<file path="config.mk">
export PLATFORM = sky130hd
export DESIGN_NAME = serv_bus_arbiter
export DESIGN_NICKNAME = d
export VERILOG_FILES = /design/src/rtl/serv_arb_pkg.sv /design/src/rtl/serv_arb_timeout.sv /design/src/rtl/serv_bus_arbiter.sv
export SDC_FILE = /design/constraint.sdc
export NUM_CORES = 1
export LEC_CHECK = 0
export CAP_MARGIN = 20
export CORE_MARGIN = 5
export CORE_UTILIZATION = 48
export CTS_BUF_LIST = sky130_fd_sc_hd__clkbuf_16
export DETAILED_ROUTE_END_ITERATION = 12
export PLACE_DENSITY = 0.95
export SKIP_CTS_REPAIR_TIMING = 1
export SYNTH_ARGS = -nofsm -noshare
export SYNTH_HDL_FRONTEND = slang
export SYNTH_HIERARCHICAL = 1
export SYNTH_SLANG_ARGS = --single-unit
</file>
<file path="constraint.sdc">
create_clock -name clk -period 9.86 [get_ports clk]
set_input_delay 0.986 -clock clk [delete_from_list [all_inputs] [get_ports clk]]
set_output_delay 0.986 -clock clk [all_outputs]
set_load 0.01 [all_outputs]
</file>
<file path="src/rtl/serv_arb_pkg.sv">
// Shared encodings and constants for the SERV ibus/dbus Wishbone arbiter.
package serv_arb_pkg;

    typedef enum logic [1:0] {
        ST_IDLE   = 2'd0,
        ST_BUSY_I = 2'd1,
        ST_BUSY_D = 2'd2,
        ST_DONE   = 2'd3
    } state_t;

    typedef enum logic {
        GNT_I = 1'b0,
        GNT_D = 1'b1
    } grant_t;

    localparam int CNT_W = 16;

    typedef logic [CNT_W-1:0] cnt_t;

endpackage

</file>
<file path="src/rtl/serv_arb_timeout.sv">
// Saturating wait counter for the arbiter watchdog; expired marks the last
// wait cycle a granted transfer is allowed before forced completion.
module serv_arb_timeout
    import serv_arb_pkg::*;
#(
    parameter int TIMEOUT = 255
) (
    input  logic clk,
    input  logic rst,
    input  logic clr,
    input  logic en,
    output logic expired
);

    // The counter holds the number of busy cycles already elapsed, so the
    // cycle in which it equals TIMEOUT-1 is the TIMEOUT-th cycle of waiting.
    localparam cnt_t LIMIT = cnt_t'(TIMEOUT - 1);

    cnt_t count_reg;

    always_ff @(posedge clk or posedge rst) begin
        if (rst) begin
            count_reg <= '0;
        end else if (clr) begin
            count_reg <= '0;
        end else if (en && (count_reg != '1)) begin
            count_reg <= count_reg + 1'b1;
        end
    end

    assign expired = (count_reg >= LIMIT);

endmodule

</file>
<file path="src/rtl/serv_bus_arbiter.sv">
// Round-robin arbiter sharing one Wishbone master port between SERV's ibus
// and dbus, with registered responses and a watchdog against missing slaves.
module serv_bus_arbiter
    import serv_arb_pkg::*;
#(
    parameter int TIMEOUT = 255
) (
    input  logic        clk,
    input  logic        i_rst,
    input  logic [31:0] i_ibus_adr,
    input  logic        i_ibus_cyc,
    output logic [31:0] o_ibus_rdt,
    output logic        o_ibus_ack,
    input  logic [31:0] i_dbus_adr,
    input  logic [31:0] i_dbus_dat,
    input  logic [3:0]  i_dbus_sel,
    input  logic        i_dbus_we,
    input  logic        i_dbus_cyc,
    output logic [31:0] o_dbus_rdt,
    output logic        o_dbus_ack,
    output logic [31:0] o_wb_adr,
    output logic [31:0] o_wb_dat,
    output logic [3:0]  o_wb_sel,
    output logic        o_wb_we,
    output logic        o_wb_cyc,
    output logic        o_wb_stb,
    input  logic [31:0] i_wb_rdt,
    input  logic        i_wb_ack,
    output logic        o_timeout
);

    state_t state_reg;
    grant_t last_grant_reg;
    logic   tmo_clr;
    logic   tmo_en;
    logic   tmo_expired;
    logic   pick_ibus;

    assign tmo_clr = (state_reg == ST_IDLE);
    assign tmo_en  = (state_reg == ST_BUSY_I) || (state_reg == ST_BUSY_D);

    // ibus wins when alone, or on a tie when dbus held the previous grant.
    assign pick_ibus = i_ibus_cyc && (!i_dbus_cyc || (last_grant_reg == GNT_D));

    serv_arb_timeout #(
        .TIMEOUT (TIMEOUT)
    ) u_timeout (
        .clk     (clk),
        .rst     (i_rst),
        .clr     (tmo_clr),
        .en      (tmo_en),
        .expired (tmo_expired)
    );

    always_ff @(posedge clk or posedge i_rst) begin
        if (i_rst) begin
            state_reg      <= ST_IDLE;
            last_grant_reg <= GNT_D;
            o_ibus_rdt     <= '0;
            o_ibus_ack     <= 1'b0;
            o_dbus_rdt     <= '0;
            o_dbus_ack     <= 1'b0;
            o_wb_adr       <= '0;
            o_wb_dat       <= '0;
            o_wb_sel       <= '0;
            o_wb_we        <= 1'b0;
            o_wb_cyc       <= 1'b0;
            o_wb_stb       <= 1'b0;
            o_timeout      <= 1'b0;
        end else begin
            o_ibus_ack <= 1'b0;
            o_dbus_ack <= 1'b0;
            o_timeout  <= 1'b0;
            case (state_reg)
                ST_IDLE: begin
                    if (pick_ibus) begin
                        o_wb_adr  <= i_ibus_adr;
                        o_wb_dat  <= '0;
                        o_wb_sel  <= 4'hF;
                        o_wb_we   <= 1'b0;
                        o_wb_cyc  <= 1'b1;
                        o_wb_stb  <= 1'b1;
                        state_reg <= ST_BUSY_I;
                    end else if (i_dbus_cyc) begin
                        o_wb_adr  <= i_dbus_adr;
                        o_wb_dat  <= i_dbus_dat;
                        o_wb_sel  <= i_dbus_sel;
                        o_wb_we   <= i_dbus_we;
                        o_wb_cyc  <= 1'b1;
                        o_wb_stb  <= 1'b1;
                        state_reg <= ST_BUSY_D;
                    end
                end
                ST_BUSY_I, ST_BUSY_D: begin
                    // A real ack takes precedence over an expiring watchdog.
                    if (i_wb_ack || tmo_expired) begin
                        o_wb_cyc  <= 1'b0;
                        o_wb_stb  <= 1'b0;
                        o_timeout <= !i_wb_ack;
                        state_reg <= ST_DONE;
                        if (state_reg == ST_BUSY_I) begin
                            o_ibus_rdt <= i_wb_ack ? i_wb_rdt : 32'h0;
                            o_ibus_ack <= 1'b1;
                        end else begin
                            o_dbus_rdt <= i_wb_ack ? i_wb_rdt : 32'h0;
                            o_dbus_ack <= 1'b1;
                        end
                    end
                end
                ST_DONE: begin
                    last_grant_reg <= o_dbus_ack ? GNT_D : GNT_I;
                    state_reg      <= ST_IDLE;
                end
                default: begin
                    state_reg <= ST_IDLE;
                end
            endcase
        end
    end

endmodule
</file>
# Word-level counts from Yosys, hierarchy flattened

Cells that the tools add are included.

Eq/ne operators: 6
Bitwise gates (word level): 1
Multiplexer cells: 28
Add/subtract/negate cells: 1
Order comparisons: 1
Reductions and logical operators: 17

Operator list:

| operator                                               | number |
|---|---|
| 2-to-1 mux 32 bit                                      | 5 |
| 2-to-1 mux 16 bit                                      | 2 |
| adder 16 x 1 -> 16 bit (second input constant)         | 1 |
| >= comparator 16 x 8 -> 1 bit (second input constant)  | 1 |
| inequality test 16 bit (second input constant)         | 1 |
| 2-to-1 mux 1 bit                                       | 14 |
| AND reduction 3 bit                                    | 3 |
| 2-to-1 mux 4 bit                                       | 2 |
| 2-to-1 mux 2 bit                                       | 3 |
| one-hot mux 2 bit (3 select lines)                     | 1 |
| nonzero test 2 bit                                     | 3 |
| == test 2 bit (second input constant)                  | 2 |
| AND reduction 2 bit                                    | 2 |
| logical OR 1 bit                                       | 3 |
| inequality test 3 x 2 -> 1 bit (second input constant) | 1 |
| == test 2 x 1 -> 1 bit (second input constant)         | 1 |
| logical AND 1 bit                                      | 2 |
| logical NOT 1 bit                                      | 2 |
| logical NOT 2 bit                                      | 1 |
| inequality test 2 bit (second input constant)          | 1 |
| one-hot mux 1 bit (2 select lines)                     | 1 |
| OR reduction 2 bit                                     | 1 |
| inverter 1 bit                                         | 1 |

Output and inout bits: 138
Bits of input ports: 138
Word-level logic and storage cells: 67
Flip-flop bits (word level): 156

# Longest topological paths before layout

Depth in word-level cells: 5
Mapped depth: 8

# By module

Netlist, hierarchy kept.

By module, submodules not included:

| module           | times used | cells each | area each (um2) |
|---|---|---|---|
| serv_bus_arbiter | 1          | 473        | 6,147.1 |
| serv_arb_timeout | 1          | 101        | 1,028.5 |

# Worst setup path after synthesis

OpenSTA, ideal clock, no wires.

Path type: register to register
Start: register state_reg[0]
End: register u_timeout.count_reg[14]
Setup slack: 7.826 ns
Arrival time: 1.907 ns
Period minus slack after synthesis: 2.034 ns
Cell stages (with the launch flop): 7
Library setup time: 0.127 ns
Cell sequence: dfrtp_1 -> inv_1 -> ha_1 -> nand4_1 -> nor4_2 -> nand3_1 -> mux2_1

Longest elaborated chain between the ends: 4
Elaborated cells between the ends (all ways): 7

RTL lines:

| what                                                           | line                   | RTL |
|---|---|---|
| start: declaration                                             | serv_bus_arbiter.sv:32 | `state_t state_reg;` |
| start signal: assignment                                       | serv_bus_arbiter.sv:57 | `state_reg <= ST_IDLE;` |
| start signal: assignment                                       | serv_bus_arbiter.sv:83 | `state_reg <= ST_BUSY_I;` |
| start signal: assignment                                       | serv_bus_arbiter.sv:91 | `state_reg <= ST_BUSY_D;` |
| == test 2 x 1 -> 1 bit / == test 2 bit (equally long branches) | serv_bus_arbiter.sv:40 | `assign tmo_en = (state_reg == ST_BUSY_I) \|\| (state_reg == ST_BUSY_D);` |
| logical OR 1 bit *                                             | serv_bus_arbiter.sv:40 |  |
| named net tmo_en                                               | serv_bus_arbiter.sv:35 | `logic tmo_en;` |
| logical AND 1 bit *                                            | serv_arb_timeout.sv:26 | `end else if (en && (count_reg != '1)) begin` |
| nonzero test 2 bit (no line) *                                 | n/a                    |  |
| end signal: assignment                                         | serv_arb_timeout.sv:27 | `count_reg <= count_reg + 1'b1;` |
| end: declaration                                               | serv_arb_timeout.sv:19 | `cnt_t count_reg;` |

The timed path passes the listed nets; every way through them passes the cells marked *.
A chain may end at the register's enable or synchronous reset.

# Worst setup path after layout

Start: input i_ibus_cyc
End: register o_wb_dat[15]

Longest elaborated chain between the ends: 3
Elaborated cells between the ends (all ways): 4

RTL lines:

| what                          | line                   | RTL |
|---|---|---|
| start: declaration            | serv_bus_arbiter.sv:11 | `input logic i_ibus_cyc,` |
| logical AND 1 bit *           | serv_bus_arbiter.sv:43 | `assign pick_ibus = i_ibus_cyc && (!i_dbus_cyc \|\| (last_grant_reg == GNT_D));` |
| nonzero test 2 bit (no line)  | n/a                    |  |
| AND reduction 2 bit (no line) | n/a                    |  |
| end signal: assignment        | serv_bus_arbiter.sv:86 | `o_wb_dat <= i_dbus_dat;` |
| end: declaration              | serv_bus_arbiter.sv:22 | `output logic [31:0] o_wb_dat,` |

Every way passes the cells marked *; elsewhere a longest branch is shown, timed or not.

==> flow_summary.rst <==
.. list-table::
   :header-rows: 1

   * - Metric
     - Value
   * - Reg2Reg Depth
     - 5
   * - Number of nets in the layout
     - 975
   * - Max-cap viol count
     - 0
   * - Unique masters post-synth
     - 60
   * - Seq/Total Area, Yosys
     - 54.4%
   * - Classification of the worst-slack hold path
     - register to register
   * - Insertion delay of the later-clocked pin in the worst-skew pair
     - 430 ps
   * - Max VDD drop
     - 0.000154 V
   * - Sum of net half-perimeters after detailed placement
     - 15.1 mm
   * - Synthesized instance count
     - 574
   * - Main area contributors after synthesis
     - dfrtp_1 54%, mux2_4 12%, a22o_1 4.0%
   * - Initial DRC Count
     - 401
   * - GR Overflow Total
     - 0
   * - Count of nets left with antenna violations after detail routing
     - 0
   * - Vias in the first global route
     - 6029
   * - Via count of the routed design
     - 5788
   * - Die boundary height
     - 132 µm
   * - Switch Pwr
     - 1090 µW
   * - Fin Clk Skew
     - 10.3 ps
   * - Worst reg2reg setup slack
     - 7230 ps
   * - Master cell of the clock root buffer
     - clkbuf_16
   * - Commonest non-fill, non-tap cell in the layout
     - clkdlybuf4s50_1
   * - Leak pwr
     - 0.00460 µW
   * - Detail-routed via count per cell
     - 5.62
   * - Aggregate negative setup slack
     - 0 ps
   * - Setup repair after global routing missed its margin
     - false
   * - Area growth from synthesis to layout
     - 46.8%
   * - PnR Total Power
     - 3230 µW
   * - Async S/R FF share, synth
     - 100%
   * - Final period demand of the worst path
     - 2930 ps
   * - PnR worst setup slack
     - 6930 ps
   * - Horiz. Die Dim
     - 132 µm
   * - Total Die Area
     - 17500 µm²
   * - Post-synth EDFFs
     - 0
   * - CTS clk-pin slew, worst paths
     - 70 ps
   * - Antenna Cells
     - 0
   * - Top cell family by delay on the critical path
     - buffers and inverters
   * - Final hold violation count
     - 0
   * - Leading register cell type out of synthesis
     - dfrtp_1
   * - Worst reg2reg path startpoint
     - u_timeout/count_reg[7]
   * - Start point of the worst hold path
     - o_ibus_rdt[29]
   * - Initial cell density of the core
     - 49.2%
   * - First-pass GRT wire length
     - 34.4 mm
   * - Port Buffer Count
     - 275
   * - Arrival @ worst endpoint
     - 3290 ps
   * - Residual DRC count
     - 0
   * - Critical Path Slowest Stage Cell
     - a21oi_4
   * - Area leader, netlist
     - dfrtp_1
   * - Slew at the pin closest to its max-slew limit
     - 929 ps
   * - Switching portion of total power
     - 33.7%
   * - Initial antenna violation count
     - 0
   * - # clock sinks
     - 156
   * - H-tree Lvls
     - 4
   * - Crit Path Category
     - input port to register
   * - Synthesized cell area
     - 7180 µm²
   * - Filler cell count in the final layout
     - 918
   * - Worst-case hold path end point
     - o_ibus_rdt[29]
   * - Total Routing Usage GR
     - 24.6%
   * - Number of placed cells counting well taps
     - 997
   * - Cell count of the worst hold path
     - 2
   * - Buffer levels on the longest clock path
     - 2
   * - Cell occurring most often along the worst timing path
     - buf_4
   * - First-pass detailed-route iteration total
     - 7
   * - Ratio of final minimum period to clock period
     - 29.7%
   * - Outcome
     - completed
   * - Count of pins over their slew limit
     - 0
   * - Count of buffer and inverter cells on the critical path
     - 3
   * - Synthesized area per cell
     - 12.5 µm²
   * - CP peak stage delay
     - 730 ps
   * - Clock tree from TritonCTS
     - yes
   * - Average wire per cell in the routed design
     - 21.2 µm
   * - Synthesis Warnings
     - 6
   * - Number of standard-cell rows in the floorplan
     - 44
   * - Filler-free cell count of the finished design
     - 1029
   * - Kind of end point of the critical path
     - register
   * - Internal portion of total power
     - 2140 µW
   * - Maximum number of pins on one net before global-route repair
     - 93
   * - Combinational power share
     - 45.2%
   * - Power share of the sequential group
     - 33.2%
   * - Layout cells sized above 1
     - 14.4%
   * - Maximum clock frequency
     - 0.341 GHz
   * - Req. time, crit path
     - 10210 ps
   * - Power per unit of standard cell area
     - 306 nW/µm²
   * - Cell-by-cell trace of the critical path
     - clkdlybuf4s50_1 -> buf_4 -> o21ai_4 -> buf_4 -> a21oi_4 -> a22o_1
   * - End of the worst register-to-register path
     - o_dbus_rdt[30]
   * - Core Region
     - 14600 µm²
   * - Number of setup violations in the final report
     - 0
   * - Commonest cells after routing, fill and taps aside
     - 275 x clkdlybuf4s50_1, 155 x dfrtp_1, 56 x mux2_4
   * - Top fanout value on the critical path
     - 66
   * - Net count of the mapped netlist
     - 717
   * - Worst setup SP type
     - input port
   * - Slew headroom
     - 38.0%
   * - Wire length after detailed routing
     - 21.8 mm
   * - Fraction of synthesized cell area taken by the top area cell type
     - 54.1%
   * - Number of clock buffers inserted by TritonCTS
     - 17
   * - Placer's final routability congestion estimate
     - 0.875
   * - IO Pins
     - 276
   * - FF+latch count, synth
     - 156
   * - Post-Place Worst Slack
     - 6530 ps
   * - Proportion of power drawn by the clock network
     - 21.6%
power groups by stage:
stage          clock (µW)  combinational (µW)  sequential (µW)
6_report              697                1460             1070
4_1_cts               705                1470             1070
5_1_grt               736                1550             1100
2_1_floorplan           0                 687             1160
3_5_place_dp            0                1460             1070
3_3_place_gp            0                1410             1060
metrics by stage:
step / util [%] / hold WS (ps) / area (µm²)
final: 72.2 / 482 / 10500
after global routing: 72.2 / 509 / 10500
after CTS: 72.2 / 484 / 10500
after detailed placement: 67.9 / 470 / 9910
after global placement: 67.9 / 462 / 9910
after floorplan: - / 512 / 7180
tightest hold or removal path, stage by stage, from the launching register on:
cell and delay [ps]:
dfrtp_1 340, nand2_1 50, o21ai_0 60
how the worst max path moves through the flow:
| stage | start | endpoint | slack (ps) | cells after the start |
|---|---|---|---|---|
| after global routing | i_ibus_cyc | o_wb_dat[15] | 6800 | 6 |
| final | i_ibus_cyc | o_wb_dat[15] | 6930 | 6 |
| after floorplan | i_rst | o_dbus_ack | 5120 | 1 |
| after CTS | i_ibus_cyc | o_wb_dat[15] | 6960 | 6 |
| after global placement | i_ibus_cyc | o_wb_dat[0] | 6590 | 6 |
| after detailed placement | i_ibus_cyc | o_wb_dat[9] | 6530 | 6 |
cell families after synthesis:
group	count (synthesis)	synth area share, %
compound gates	170	16.0
mux	68	13.6
fa+ha+maj	5	0.872
buf+inv	55	4.92
flops	156	54.4
xor+xnor	4	0.488
simple gates	116	9.69
per-layer routing:
layer	track usage [%]	vias up	share of wire [%]
met3	8.05	42	8.8
met1	29.9	2852	38
met2	41.1	295	50
met4	9.05	0	3.3
li1	-	2599	-
met5	0	-	0
synth_stat cells (7+ instances only):
| master | instances |
|---|---|
| nor2_1 | 43 |
| a21oi_1 | 41 |
| buf_2 | 12 |
| and2_1 | 31 |
| a31oi_1 | 32 |
| mux2_2 | 8 |
| nand2_1 | 7 |
| clkbuf_1 | 12 |
| dfrtp_1 | 155 |
| buf_6 | 9 |
| o21ai_0 | 34 |
| mux2_4 | 56 |
| a22o_1 | 33 |
| inv_1 | 11 |
| nand3_1 | 7 |
layout make-up:
type | instances | area, µm² | area share (%)
clock buffers | 17 | 425 | 4.04
clock inverters | 15 | 199 | 1.89
inverters | 11 | 46.3 | 0.439
multi-input cells | 363 | 2920 | 27.7
flip-flops and latches | 156 | 3910 | 37.1
well taps | 184 | 230 | 2.19
repair buffers | 283 | 2810 | 26.7
Power figures use the tool's default switching activity.
